[src/rtl/counter_pkg.sv]
// rtl/counter_pkg.sv - shared constants and types for the up/down counter
package counter_pkg;

  localparam int COUNTER_WIDTH_DEFAULT = 4;

  typedef enum logic {
    MODE_DOWN = 1'b0,
    MODE_UP   = 1'b1
  } count_mode_e;

endpackage

[src/rtl/up_down_counter.sv]
// rtl/up_down_counter.sv - free-running wrap-around up/down counter
module up_down_counter
  import counter_pkg::*;
#(
  parameter int WIDTH = COUNTER_WIDTH_DEFAULT
) (
  input  logic             clk,
  input  logic             rst,
  input  logic             mod,
  output logic [WIDTH-1:0] count
);

  // Modular wrap falls out of the fixed register width; no saturation.
  always_ff @(posedge clk or negedge rst) begin
    if (!rst) begin
      count <= '0;
    end else if (count_mode_e'(mod) == MODE_UP) begin
      count <= count + 1'b1;
    end else begin
      count <= count - 1'b1;
    end
  end

endmodule

[config.mk]
export PLATFORM = sky130hd
export DESIGN_NAME = up_down_counter
export DESIGN_NICKNAME = d
export VERILOG_FILES = /design/src/rtl/counter_pkg.sv /design/src/rtl/up_down_counter.sv
export SDC_FILE = /design/constraint.sdc
export NUM_CORES = 1
export LEC_CHECK = 0
export CAP_MARGIN = 10
export CORE_AREA = 2 2 39 41
export CTS_CLUSTER_DIAMETER = 60
export DETAILED_ROUTE_END_ITERATION = 7
export DIE_AREA = 0 0 41 43
export GPL_TIMING_DRIVEN = 1
export MAX_ROUTING_LAYER = met4
export PLACE_DENSITY = 0.42
export SLEW_MARGIN = 20
export SYNTH_ARGS = -nofsm -noshare
export SYNTH_HDL_FRONTEND = slang
export SYNTH_SLANG_ARGS = --single-unit
export TNS_END_PERCENT = 1
[constraint.sdc]
create_clock -name clk -period 3.5 [get_ports clk]
set_clock_uncertainty 0.15 [all_clocks]
set_input_delay 0.525 -clock clk [delete_from_list [all_inputs] [get_ports clk]]
set_output_delay 0.525 -clock clk [all_outputs]
set_load 0.005 [all_outputs]
==> reports/qor.txt, run 1 <==
Cells after Synth -> 14
Worst reg2reg setup slack -> 2.15 ns
Slew margin rel. -> 86.40%
First-pass GRT wire length -> 496 microns
Post-route setup TNS -> 0 ns
Cell taking the most area after synthesis -> dfrtp_1
Worst slew pin tran -> 0.2034 ns
Ratio of cells with drive above 1 in the final layout -> 17.39%
Clock sink count -> 4
Largest reg by FF count -> count
DR WL/cell -> 8.923 microns
Synth unique cells -> 8
Max cap viols -> 0
Inserted Clock Buffers -> 3
Maximum number of pins on one net before global-route repair -> 5
Largest register FFs -> 4
CTS Root Cell -> clkbuf_4
DRC errors left -> 0
WP data required -> 2.82 ns
Synth Cell Area -> 195.2 sq um
Starting Density -> 14.10%
Top Registers -> count: 4 flops
1st-pass router iterations -> 2
Top cell type's share of synthesized area -> 51.28%
Avg Cell Area, Syn -> 13.94 sq um
CP Launch Type -> register
Gr usage total -> 5.487%
Placed insts -> 36
Via-per-instance ratio -> 3.692
Port-buffer cells -> 6
Pwr/cell area -> 805.6 nW/um^2
Crit. End Element -> output port
Top post-synthesis cells by area -> dfrtp_1, ha_1, fa_1, xnor2_1, a21oi_2
Static leakage -> 0.1349 nW
CTS Hold Bufs -> 0
Worst min-delay path class -> input pin to async pin
Slowest CP cell -> clkdlybuf4s50_1
Vias in the first global route -> 122
Total power -> 0.2399 mW
CP top delay family -> buffers and inverters
RSZ-0062 raised after global routing -> no
Seq/Total Area, Yosys -> 51.28%
Fill count -> 142
Post-synthesis net count -> 20
CP cell instances -> clkdlybuf4s50_1
I/O pin count -> 7
Clk buf depth -> 2
DR vias -> 144
Worst vdd ir -> 292.2 uV
Die ar. -> 1763 sq um
Layout area overhead -> 52.56%
Critical path class -> register to output port
Seq cells post-synth -> 4
Final Cycle Share -> 53.00%
Outcome -> finished clean
Placer congestion estimate -> 0.5198
Die Span Y -> 43 microns
Final ANT Viol Nets -> 0
Post CTS Setup Buffer Count -> 0
FP Rows -> 14
YS warnings -> 0
Final hold viol count -> 0
Worst-Skew Late Latency -> 0.24 ns
Clock-pin transition on the worst setup and hold timing paths -> 0.04 ns
Fin crit period -> 1.855 ns
Fmax -> 539.1 MHz
Crit path buffers/inverters -> 1
H-tree levels -> 1
Number of diodes -> 0
Maximum fanout along the worst path -> 4
First DRT Iteration DRCs -> 1
Non-filler cells, final -> 39
Nets -> 31
Arrival @ worst endpoint -> 1.18 ns
CTS tree -> built
Final wirelength -> 348 microns
Die Wd -> 41 microns
Post-CTS resize count -> 0
Gr ovfl total -> 0
Final setup vio count -> 0
Initial antenna violation count -> 0
Core area -> 1384 sq um
Final Max Slew Viols -> 0
CP max stage delay -> 0.54 ns
-- layout make-up --
type	count	area, sq um	area share [%]
sequential	4	100.1	33.61
inverter	2	7.507	2.521
multi-input combinational	8	87.58	29.41
tap	16	20.02	6.723
timing repair buffer	6	60.06	20.17
clock buffer	3	22.52	7.563
-- where the power goes --
group / leakage (nW) / internal [mW] / switching (mW)
logic: 0.0769 / 0.0664 / 0.0368
registers: 0.0442 / 0.0658 / 0.0128
clock network: 0.0138 / 0.0384 / 0.0197
total: 0.135 / 0.171 / 0.0693
-- layout by cell type (no fill, tap or decap) --
cell type / n
a21o_1: 1
a21oi_2: 1
clkbuf_4: 3
clkdlybuf4s50_1: 6
dfrtp_1: 4
fa_1: 1
ha_1: 2
inv_1: 2
xnor2_1: 2
xor2_1: 1
-- worst register-to-register path, stage by stage, from the launching register on --
cell and delay [ns]:
dfrtp_1 0.40, ha_1 0.28, a21o_1 0.19, a21oi_2 0.14, xnor2_1 0.12
-- synthesized netlist by cell type --
| master | n |
|---|---|
| dfrtp_1 | 4 |
| ha_1 | 2 |
| inv_1 | 2 |
| xnor2_1 | 2 |
| a21o_1 | 1 |
| a21oi_2 | 1 |
| fa_1 | 1 |
| xor2_1 | 1 |
-- per-layer routing --
metal,vias up,GRT usage [%],part of all wire [%]
met2,11,4.688,36
met3,2,10.99,21
met5,-,-,0
met1,67,4.590,41
met4,0,2.000,1.1
li1,64,-,-
-- per-stage QoR --
step	hold slack, ns	area (sq um)	utilization [%]	setup slack [ns]
floorplan	0.07941	195.2	-	1.977
global placement	0.3366	275.3	19.89	1.413
detailed placement	0.3530	275.3	19.89	1.396
CTS	0.3528	297.8	21.52	1.637
global route	0.3589	297.8	21.52	1.591
finish	0.3473	297.8	21.52	1.645
-- final timing paths --
| check | start | endpoint | depth (start not counted) |
|---|---|---|---|
| worst max-delay path | count[0] | count[0] | 1 |
| worst min register to register | count[0] | count[0] | 1 |
| min in group clk | count[0] | count[0] | 1 |
| worst min-delay path | rst | count[3] | 1 |
| worst max register to register | count[1] | count[3] | 4 |
| max in group asynchronous | rst | count[2] | 1 |
-- cells by family after synthesis --
group	count (synthesis)	synth area share (%)
DFF	4	51.28
xor gates and xnor gates	3	13.46
adders and majority gates	3	23.08
AOI/OAI and AO/OA	2	8.336
buffers and inverters	2	3.848
(Power assumes the default switching activity.)
==> run 2, diff against run 1 <==
Clock period 3.5 ns to 1.9 ns, I/O delays scaled along.
==> run 2 against run 1 <==
- sequential power rose by 87%
- non-clock buffer count is the same
- design area unchanged
- final cell count did not move
- clock power up 82%
- critical path type is now input pin to register
==> reports/qor.txt, run 2 (same netlist as run 1, synthesis figures left out) <==
Outcome -> finished clean
Gr usage total -> 7.327% (+1.8 points)
Pwr/cell area -> 1479 nW/um^2 (+84%)
Final Worst Setup Slack -> 0.2869 ns (-1.358 ns)
Placed insts -> 36 (unchanged)
I/O pin count -> 7 (unchanged)
Ratio of cells with drive above 1 in the final layout -> 17.39% (unchanged)
First-pass GRT wire length -> 683 microns (+38%)
CTS Hold Bufs -> 0 (unchanged)
Die ar. -> 1763 sq um (unchanged)
Largest reg by FF count -> count
Die Span Y -> 43 microns (unchanged)
Slew margin rel. -> 86.62% (+0.22 points)
Post-route setup TNS -> 0 ns (unchanged)
Crit. End Element -> register
Worst reg2reg path endpoint -> count[3]
Layout area overhead -> 52.56% (unchanged)
Via-per-instance ratio -> 3.359 (-9.0%)
CTS tree -> built
Final Max Slew Viols -> 0 (unchanged)
Layout Utilization -> 21.52% (unchanged)
Post-Place Cell Area -> 275.3 sq um (unchanged)
Initial antenna violation count -> 0 (unchanged)
Maximum number of pins on one net before global-route repair -> 5 (unchanged)
Core area -> 1384 sq um (unchanged)
Crit path buffers/inverters -> 2 (+1)
CP top delay family -> buffers and inverters
Clock sink count -> 4 (unchanged)
WP data required -> 1.91 ns (-0.91 ns)
Max cap viols -> 0 (unchanged)
Worst vdd ir -> 406.1 uV (+39%)
RSZ-0062 raised after global routing -> no
DR vias -> 131 (-9.0%)
Pre-CTS setup slack -> 0.03032 ns (-1.366 ns)
Top Registers -> count: 4 flops
Final Cycle Share -> 84.90%
First DRT Iteration DRCs -> 0 (-1)
Static leakage -> 0.1349 nW (unchanged)
Fmax -> 619.9 MHz
Clock-pin transition on the worst setup and hold timing paths -> 0.04 ns (about the same)
Post CTS Setup Buffer Count -> 0 (unchanged)
Maximum fanout along the worst path -> 3 (-1)
DR WL/cell -> 9.462 microns (+6.0%)
Post-CTS resize count -> 0 (unchanged)
Worst-Skew Late Latency -> 0.24 ns (about the same)
FP Rows -> 14 (unchanged)
Final ANT Viol Nets -> 0 (unchanged)
H-tree levels -> 1 (unchanged)
Largest register FFs -> 4 (unchanged)
Clk buf depth -> 2 (unchanged)
Fin crit period -> 1.613 ns
CP max stage delay -> 0.50 ns (-0.04 ns)
Nets -> 31 (unchanged)
Vias in the first global route -> 158 (+30%)
CP Launch Type -> input pin
Worst slew pin tran -> 0.2001 ns (-0.003294 ns)
Die Wd -> 41 microns (unchanged)
Port-buffer cells -> 6 (unchanged)
Slowest CP cell -> clkdlybuf4s50_1
Arrival @ worst endpoint -> 1.62 ns (+0.44 ns)
Most frequent cells in the layout -> clkdlybuf4s50_1, dfrtp_1, clkbuf_4
1st-pass router iterations -> 1 (-1)
CTS Root Cell -> clkbuf_4
Commonest non-fill, non-tap cell in the layout -> clkdlybuf4s50_1
Worst min-delay path class -> input pin to async pin
Post-route design area -> 297.8 sq um (unchanged)
CP cell instances -> clkdlybuf4s50_1 -> inv_1 -> ha_1 -> a21o_1 -> a21oi_2 -> xnor2_1
Worst reg2reg setup slack -> 0.55 ns (-1.60 ns)
Final hold viol count -> 0 (unchanged)
HPWL Detailed -> 273.1 microns
Starting Density -> 14.10% (unchanged)
Final wirelength -> 369 microns (+6.0%)
Worst r2r src -> count[1]
DRC errors left -> 0 (unchanged)
Critical path class -> input pin to register
Worst Reg2Reg Path Length in Cells -> 4 (unchanged)
Non-filler cells, final -> 39 (unchanged)
Inserted Clock Buffers -> 3 (unchanged)
Gr ovfl total -> 0 (unchanged)
Placer congestion estimate -> 0.5350 (+2.9%)
Final setup vio count -> 0 (unchanged)
Number of diodes -> 0 (unchanged)
run 2: cell counts in the layout (fill, tap and decap cells not counted):
No cell type changed its count.
run 2: metrics by stage:
stage	power, mW	hold slack, ns
5_1_grt	0.4953	0.1055
3_3_place_gp	0.3347	0.3383
6_report	0.4405	0.1059
2_1_floorplan	0.2520	-0.1606
3_5_place_dp	0.3409	0.3527
4_1_cts	0.4529	0.1033
run 2: cell type report:
class | instances | area, sq um
Clock buffer | 3 | 22.52
Fill cell | 144 | 1086
Inverter | 2 | 7.507
Multi-Input combinational cell | 8 | 87.58
Sequential cell | 4 | 100.1
Tap cell | 16 | 20.02
Timing Repair Buffer | 6 | 60.06
run 2: worst max-delay path by stage:
stage	start	end	slack (ns)	cells past startpoint
2_1_floorplan	count[1]	count[3]	0.58	4
3_3_place_gp	mod	count[3]	0.04	6
3_5_place_dp	mod	count[3]	0.03	6
4_1_cts	count[0]	count[0]	0.27	1
5_1_grt	count[0]	count[0]	0.21	1
6_report	mod	count[3]	0.29	6
run 2: per-layer routing:
layer / global-route usage [%] / wire length [microns] / up-vias
li1: - / - / 62
met1: 7.468 / 171 / 58
met2: 6.563 / 138 / 9
met3: 9.424 / 52 / 2
met4: 6.000 / 6 / 0
met5: - / 0 / -
run 2: power breakdown:
| part | leakage, nW | total [mW] | internal [mW] | switching (mW) |
|---|---|---|---|---|
| logic | 0.0769 | 0.188 | 0.122 | 0.0667 |
| registers | 0.0442 | 0.147 | 0.121 | 0.0253 |
| clock network | 0.0138 | 0.106 | 0.0706 | 0.0349 |
| total | 0.135 | 0.441 | 0.314 | 0.127 |
run 2: worst reg2reg max path, cell delays in order, from the launching register on:
cell	delay, ns
dfrtp_1	0.41
ha_1	0.28
a21o_1	0.18
a21oi_2	0.14
xnor2_1	0.12
==> run 3, diff against run 2 <==
Clock period 1.9 ns to 1.5 ns, I/O delays scaled along.
==> run 3 against run 2 <==
- global-route usage up 0.21 points
- sequential power increased by 25%
- routed wire length up 9.2%
- design area increased by 6.7%
- first-iteration DRC count up 3
- flip-flop and latch count is the same
- final cell count up 5.1%
- sequential share of layout area is 2.1 points lower
- critical path type is now register to register
==> reports/qor.txt, run 3 (same netlist as run 1, synthesis figures left out) <==
Fmax -> 731.0 MHz
Maximum number of pins on one net before global-route repair -> 5 (unchanged)
CTS tree -> built
Inserted Clock Buffers -> 3 (unchanged)
Arrival @ worst endpoint -> 1.37 ns (-0.25 ns)
DR vias -> 145 (+11%)
Die Wd -> 41 microns (unchanged)
CP top delay family -> flip-flops
Pwr/cell area -> 1702 nW/um^2 (+15%)
Max cap viols -> 0 (unchanged)
Vias in the first global route -> 163 (+3.2%)
Final Cycle Share -> 91.20%
CP max stage delay -> 0.40 ns (-0.10 ns)
Most frequent cells in the layout -> dfrtp_1, clkbuf_4, dlymetal6s2s_1
Slowest CP cell -> dfrtp_1
Non-filler cells, final -> 41 (+5.1%)
Commonest non-fill, non-tap cell in the layout -> dfrtp_1
Crit path buffers/inverters -> 0 (-2)
CTS Root Cell -> clkbuf_4
Placer congestion estimate -> 0.5446 (+1.8%)
Number of diodes -> 0 (unchanged)
Crit. End Element -> register
Worst reg2reg setup slack -> 0.13 ns (-0.42 ns)
Worst-Skew Late Latency -> 0.23 ns (about the same)
Clock-pin transition on the worst setup and hold timing paths -> 0.04 ns (about the same)
CTS Hold Bufs -> 0 (unchanged)
Outcome -> finished clean
Largest register FFs -> 4 (unchanged)
Fin crit period -> 1.368 ns
Via-per-instance ratio -> 3.537 (+5.3%)
Largest reg by FF count -> count
Layout Utilization -> 22.97% (+1.4 points)
Slew margin rel. -> 87.55% (+0.93 points)
Final wirelength -> 403 microns (+9.2%)
WP data required -> 1.51 ns (-0.40 ns)
First DRT Iteration DRCs -> 3 (+3)
Static leakage -> 0.1633 nW (+21%)
Clk buf depth -> 2 (unchanged)
Gr usage total -> 7.541% (+0.21 points)
Ratio of cells with drive above 1 in the final layout -> 28.00% (+11 points)
DR WL/cell -> 9.829 microns (+3.9%)
Final setup vio count -> 0 (unchanged)
DRC errors left -> 0 (unchanged)
Nets -> 33 (+6.5%)
Placed insts -> 37 (+2.8%)
Starting Density -> 14.10% (unchanged)
RSZ-0062 raised after global routing -> no
Die ar. -> 1763 sq um (unchanged)
H-tree levels -> 1 (unchanged)
I/O pin count -> 7 (unchanged)
FP Rows -> 14 (unchanged)
Core area -> 1384 sq um (unchanged)
Total power -> 0.5408 mW (+23%)
Worst min-delay path class -> input pin to async pin
Worst vdd ir -> 759.0 uV (+87%)
Port-buffer cells -> 6 (unchanged)
HPWL Detailed -> 287.7 microns (+5.3%)
Layout area overhead -> 62.82%
Die Span Y -> 43 microns (unchanged)
First-pass GRT wire length -> 738 microns (+8.1%)
Top Registers -> count: 4 flops
Critical path class -> register to register
Final ANT Viol Nets -> 0 (unchanged)
CP cell instances -> ha_1 -> a21o_1 -> a21oi_2 -> xnor2_1
Maximum fanout along the worst path -> 3 (unchanged)
Clock sink count -> 4 (unchanged)
CP Launch Type -> register
Initial antenna violation count -> 0 (unchanged)
WHS -> 0.04435 ns (-0.06154 ns)
Worst slew pin tran -> 0.1862 ns (-0.01388 ns)
Post-route setup TNS -> 0 ns (unchanged)
Final hold viol count -> 0 (unchanged)
1st-pass router iterations -> 2 (+1)
Final Max Slew Viols -> 0 (unchanged)
Gr ovfl total -> 0 (unchanged)
## run 3: changes by cell type in the layout (fill, tap and decap cells not counted), sizes merged
cell           change
dlygate4sd2        +2
buf                +2
dlymetal6s2s       +3
clkdlybuf4s50      -5
## run 3: cell type report
| type | instances | area, sq um |
|---|---|---|
| sequential | 4 | 100.1 |
| multi-input combinational | 8 | 87.58 |
| fill | 150 | 1066 |
| tap | 16 | 20.02 |
| inverter | 2 | 7.507 |
| clock buffer | 3 | 22.52 |
| timing repair buffer | 8 | 80.08 |
## run 3: layer usage
| metal | routed length, microns | global-route usage, % |
|---|---|---|
| met1 | 174 | 8.143 |
| met2 | 160 | 7.187 |
| met3 | 68 | 9.948 |
| met4 | 0 | 4.000 |
| met5 | 0 | - |
## run 3: timing repair
action                                  CTS  global route
endpoints found under the setup margin    3             3
gates resized for setup                   3             3
buffers inserted                          1             0
## run 3: power by group
group / internal (mW) / total (mW) / switching, mW
Combinational: 0.138 / 0.227 / 0.0891
Sequential: 0.154 / 0.184 / 0.0304
Clock: 0.0892 / 0.130 / 0.0406
## run 3: worst paths after layout
check | startpoint | endpoint | cells after the start
worst max-delay path | count[1] | count[3] | 4
worst min-delay path | rst | count[1] | 1
worst max register to register | count[1] | count[3] | 4
worst min register to register | count[0] | count[0] | 2
max in group asynchronous | rst | count[0] | 1
min in group clk | mod | count[1] | 3
## run 3: worst register-to-register path, delay by kind of cell, from the launching register on
kind | cells | cell delay (ns)
flip-flops | 1 | 0.40
AO/OA/AOI/OAI | 2 | 0.34
adder cells (fa/ha/maj) | 1 | 0.28
XOR/XNOR | 1 | 0.12
## run 3: through the flow
step / worst slack (ns) / area [sq um]
final: 0.1320 / 317.8
after global routing: 0.06855 / 317.8
after CTS: 0.02238 / 310.3
after detailed placement: -0.3066 / 282.8
after global placement: -0.2721 / 282.8
after floorplan: 0.1785 / 195.2
